<file path="src/rtl/irq_pending_latch.sv">
// irq_pending_latch: synchronizes 16 asynchronous request lines, detects new
// requests (rising edge or level), and holds them as sticky pending bits that
// are cleared by an indexed acknowledge. A writable mask gates what the
// downstream priority encoder sees, without affecting what is latched.
module irq_pending_latch #(
  parameter int unsigned SYNC_STAGES = 2,  // 2 or 3 flops per request line
  parameter bit          LEVEL_MODE  = 1'b0 // 0: rising-edge detect, 1: level detect
) (
  input  logic        clk,
  input  logic        rst_n,
  input  logic [15:0] req_in,
  input  logic        ack_valid,
  input  logic [3:0]  ack_idx,
  input  logic        mask_wr,
  input  logic [15:0] mask_data,
  output logic [15:0] pending_raw,
  output logic [15:0] pending_out,
  output logic        any_pending,
  output logic [15:0] overrun,
  output logic        ack_err
);

  // Synchronizer chain, one 16-bit word per stage; stage 0 samples req_in.
  logic [15:0] sync_q [SYNC_STAGES];
  logic [15:0] hist_q;
  logic [15:0] pend_q, pend_d;
  logic [15:0] ovr_q,  ovr_d;
  logic [15:0] mask_q, mask_d;
  logic        ack_err_q, ack_err_d;

  logic [15:0] sync_last;
  logic [15:0] rise;
  logic [15:0] detect;
  logic [15:0] ack_vec;

  assign sync_last = sync_q[SYNC_STAGES-1];

  // Synchronizer stages and history flop; all cleared so a line already high
  // at reset release looks like a fresh rising edge.
  always_ff @(posedge clk or negedge rst_n) begin
    if (!rst_n) begin
      for (int unsigned s = 0; s < SYNC_STAGES; s++) begin
        sync_q[s] <= '0;
      end
      hist_q <= '0;
    end else begin
      sync_q[0] <= req_in;
      for (int unsigned s = 1; s < SYNC_STAGES; s++) begin
        sync_q[s] <= sync_q[s-1];
      end
      hist_q <= sync_last;
    end
  end

  // Detect terms, acknowledge decode and next-state for pending/overrun/mask.
  // Overrun always keys off a new rising edge, so in level mode a line held
  // continuously high keeps its pending bit alive without flagging overrun.
  // A detect on the acknowledged bit wins: pending stays set and overrun is
  // neither cleared nor set.
  always_comb begin
    rise      = sync_last & ~hist_q;
    detect    = LEVEL_MODE ? sync_last : rise;
    ack_vec   = ack_valid ? (16'd1 << ack_idx) : '0;
    pend_d    = (pend_q & ~ack_vec) | detect;
    ovr_d     = (ovr_q & ~(ack_vec & ~detect)) | (rise & pend_q & ~ack_vec);
    ack_err_d = ack_valid & ~pend_q[ack_idx];
    mask_d    = mask_wr ? mask_data : mask_q;
  end

  // Pending, overrun, ack error and mask registers.
  always_ff @(posedge clk or negedge rst_n) begin
    if (!rst_n) begin
      pend_q    <= '0;
      ovr_q     <= '0;
      ack_err_q <= 1'b0;
      mask_q    <= '1;
    end else begin
      pend_q    <= pend_d;
      ovr_q     <= ovr_d;
      ack_err_q <= ack_err_d;
      mask_q    <= mask_d;
    end
  end

  // Encoder-facing outputs depend only on registered state.
  always_comb begin
    pending_raw = pend_q;
    pending_out = pend_q & mask_q;
    any_pending = |(pend_q & mask_q);
    overrun     = ovr_q;
    ack_err     = ack_err_q;
  end

endmodule
</file>
<file path="config.mk">
export PLATFORM = sky130hd
export DESIGN_NAME = irq_pending_latch
export DESIGN_NICKNAME = d
export VERILOG_FILES = /design/src/rtl/irq_pending_latch.sv
export SDC_FILE = /design/constraint.sdc
export NUM_CORES = 1
export LEC_CHECK = 0
export ABC_CLOCK_PERIOD_IN_PS = 3900
export BUFFER_PORTS_ARGS = -buffer_cell sky130_fd_sc_hd__buf_2
export CAP_MARGIN = 0
export CORE_UTILIZATION = 40
export DETAILED_ROUTE_END_ITERATION = 12
export HOLD_SLACK_MARGIN = 0.1
export PLACE_DENSITY = 0.64
export SYNTH_ARGS = -nofsm -noshare
export SYNTH_HDL_FRONTEND = slang
export SYNTH_SLANG_ARGS = --single-unit
</file>
<file path="constraint.sdc">
create_clock -name clk -period 3.9 [get_ports clk]
set_input_delay 0.78 -clock clk [delete_from_list [all_inputs] [get_ports clk]]
set_output_delay 0.78 -clock clk [all_outputs]
set_load 0.005 [all_outputs]
</file>
==> metrics.md <==
| Metric | Value |
|---|---|
| Top Ports | `90` |
| FF-to-FF End | `ack_err$_DFF_PN0_` |
| Row count | `33` |
| CP Data Required Time | `3.12 ns` |
| Skew final | `0.00864 ns` |
| Type of origin of the critical path | `register` |
| Grt total ovfl | `0` |
| Final setup viols | `0` |
| Vias in the first global route | `2231` |
| Mean post-synth cell area | `13.0 um^2` |
| Buf/Inv on CP | `1` |
| CP Capture Type | `output pin` |
| WHS Path Cells | `0` |
| Tmin final | `2.91 ns` |
| Peak VDD IR | `0.211 mV` |
| DR pass1 iterations | `4` |
| Post-synthesis instance total | `268` |
| Synth Net Count | `308` |
| Final Hold Viols | `0` |
| CTS Root Cell | `clkbuf_8` |
| Clk sink count | `97` |
| Setup repair after global routing missed its margin | `false` |
| Worst-case reg-to-reg path depth | `3` |
| Cell accounting for the most synthesized area | `dfrtp_1` |
| Overall routing resource usage | `0.168` |
| CTS tree | `yes` |
| Pre-CTS setup slack | `1.29 ns` |
| Hold worst-path end | `sync_last[3]$_DFF_PN0_` |
| Worst R2R Start | `pending_raw[9]$_DFF_PN0_` |
| GP Congestion | `0.779` |
| Vias | `2269` |
| Cells taking the most area after synthesis | `dfrtp_1, dfstp_2, nand2_1` |
| # hold bufs at CTS | `0` |
| Yosys reg bits | `97` |
| Final WS setup | `0.986 ns` |
| Worst Tran Pin Value | `0.498 ns` |
| Routed Antenna Nets | `0` |
| Die ar. | `0.00910 mm^2` |
| Slowest cell delay on critical path | `0.52 ns` |
| Largest delay contributor family on the critical path | `simple AND/OR/NAND/NOR gates` |
| MaxCap Viol Count | `0` |
| Synth cell types | `28` |
| Placed cell count | `460` |
| Crit-path cells | `and2_1 -> or4_1 -> nor4_1 -> nand4_1 -> buf_2` |
| Final period util | `0.747` |
| Number of buffers created by CTS | `9` |
| Lkg Pwr | `0.00191 uW` |
| Initial core utilization | `0.418` |
| HPWL Detailed | `5170 um` |
| WP depth | `5` |
| Setup CP Type | `reg2out` |
| Hold Crit Class | `reg2reg` |
| FF-to-FF setup slack | `2.46 ns` |
| DR WL/cell | `14.7 um` |
| Skew-Pair Late Insertion Delay | `0.35 ns` |
| Status | `complete, no violations` |
| Synth-to-layout area growth | `21.5%` |
| I/O Buffers | `89` |
| Slew headroom | `0.667` |
| Commonest cells after routing, fill and taps aside | `buf_2, dfrtp_1, nand2_1` |
| DRT iter0 DRCs | `75` |
| Cells resized by post-CTS repair | `0` |
| Core area | `0.00834 mm^2` |
| Post-layout net count | `406` |
| Final non-filler cell total | `476` |
| Clock slew at reported path FFs | `0.10 ns` |
| First-pass GRT wire length | `11000 um` |
| DRC viols | `0` |
| Synth Cell Area | `0.00349 mm^2` |
| Filler Cell Count | `757` |
| Vias per std cell | `4.77` |
| Max Slew Vio Count | `0` |
| Chip Height | `95.4 um` |
| Clock Path Buffers | `2` |
| Die Wd | `95.4 um` |
| Setup TNS | `0 ns` |
| Top-area cell type share of the netlist area | `0.581` |
| Setup bufs post-CTS | `0` |
| Antenna violations before repair | `0` |
| Crit-path max FO | `5` |
| Ys Warns | `0` |
| Commonest non-fill, non-tap cell in the layout | `buf_2` |
| Antenna cells | `0` |
| Hold Path Origin | `sync_q[19]$_DFF_PN0_` |
| Largest net degree at the start of global routing | `36` |
| H-tree depth | `3` |
| WP data arrival | `2.13 ns` |
| Register area share after synthesis | `0.701` |
| PwrDens | `447 mW/mm^2` |
| Drt total wl | `6980 um` |
| Share of cells above drive strength 1 | `0.383` |
| CP max-delay cell | `or4_1` |
| Fmax | `343 MHz` |
power by group:
part	internal (uW)	switching, uW	leakage, uW
Sequential	1080	36.0	0.00104
Clock	240	348	0.0000810
Combinational	92.1	97.2	0.000795
Total	1410	481	0.00191
sequential cells by signal, indices dropped and copies added (netlist names):
name / count
hist_q: 16
mask_q: 16
overrun: 16
pending_raw: 16
sync_last: 16
sync_q: 16
ack_err: 1
area by class of cell:
| type | instances | area (um^2) | area share |
|---|---|---|---|
| clock buffer | 10 | 128 | 0.0301 |
| timing repair buffer | 91 | 463 | 0.109 |
| multi-input combinational | 167 | 1020 | 0.240 |
| clock inverter | 6 | 51.3 | 0.0121 |
| sequential | 97 | 2450 | 0.577 |
| tap | 105 | 131 | 0.0310 |
worst max path at each step:
| stage | from | to | slack, ns |
|---|---|---|---|
| 2_1_floorplan | pending_raw[0]$_DFF_PN0_ | any_pending | 1.76 |
| 3_3_place_gp | pending_raw[0]$_DFF_PN0_ | any_pending | 1.31 |
| 3_5_place_dp | pending_raw[0]$_DFF_PN0_ | any_pending | 1.29 |
| 4_1_cts | pending_raw[0]$_DFF_PN0_ | any_pending | 0.88 |
| 5_1_grt | pending_raw[0]$_DFF_PN0_ | any_pending | 0.82 |
| 6_report | pending_raw[0]$_DFF_PN0_ | any_pending | 0.99 |
logic make-up (layout without fill, tap and decap cells):
kind of cell	count (synthesis)	count (layout)	synth area share
flip-flops	97	97	0.701
AND/OR/NAND/NOR	112	112	0.155
buffers and inverters	4	107	0.00681
AO/OA/AOI/OAI	34	34	0.0516
multiplexers	21	21	0.0850
cells in the mapped netlist:
cell type / instances
nor4_1: 2
dfstp_2: 16
nand2b_1: 16
and2_1: 16
a21oi_1: 16
mux4_1: 3
o211ai_1: 1
o21ai_0: 15
nand3_1: 4
and3_1: 1
buf_6: 1
o2bb2ai_1: 1
clkbuf_1: 2
a21oi_2: 1
or2_2: 1
nand4_1: 1
buf_2: 1
nor2_1: 4
or4_1: 1
and2b_1: 1
and3b_1: 2
mux4_2: 1
mux2_2: 16
nor3b_1: 1
mux2_4: 1
nor2b_1: 1
dfrtp_1: 81
nand2_1: 61
routing by layer:
| metal | GRT usage | up-vias | part of all wire |
|---|---|---|---|
| li1 | - | 1093 | - |
| met1 | 0.209 | 1111 | 0.44 |
| met2 | 0.267 | 53 | 0.48 |
| met3 | 0.0646 | 12 | 0.058 |
| met4 | 0.0585 | 0 | 0.020 |
| met5 | 0 | - | 0 |
per-stage QoR:
stage | hold WS, ns | power (uW) | util | instance area [um^2]
after floorplan | 0.331 | 1220 | - | 3490
after global placement | 0.331 | 1320 | 0.487 | 4060
after detailed placement | 0.335 | 1330 | 0.487 | 4060
after CTS | 0.353 | 1920 | 0.508 | 4240
after global routing | 0.357 | 1990 | 0.508 | 4240
final | 0.355 | 1890 | 0.508 | 4240
(Power assumes the default switching activity.)
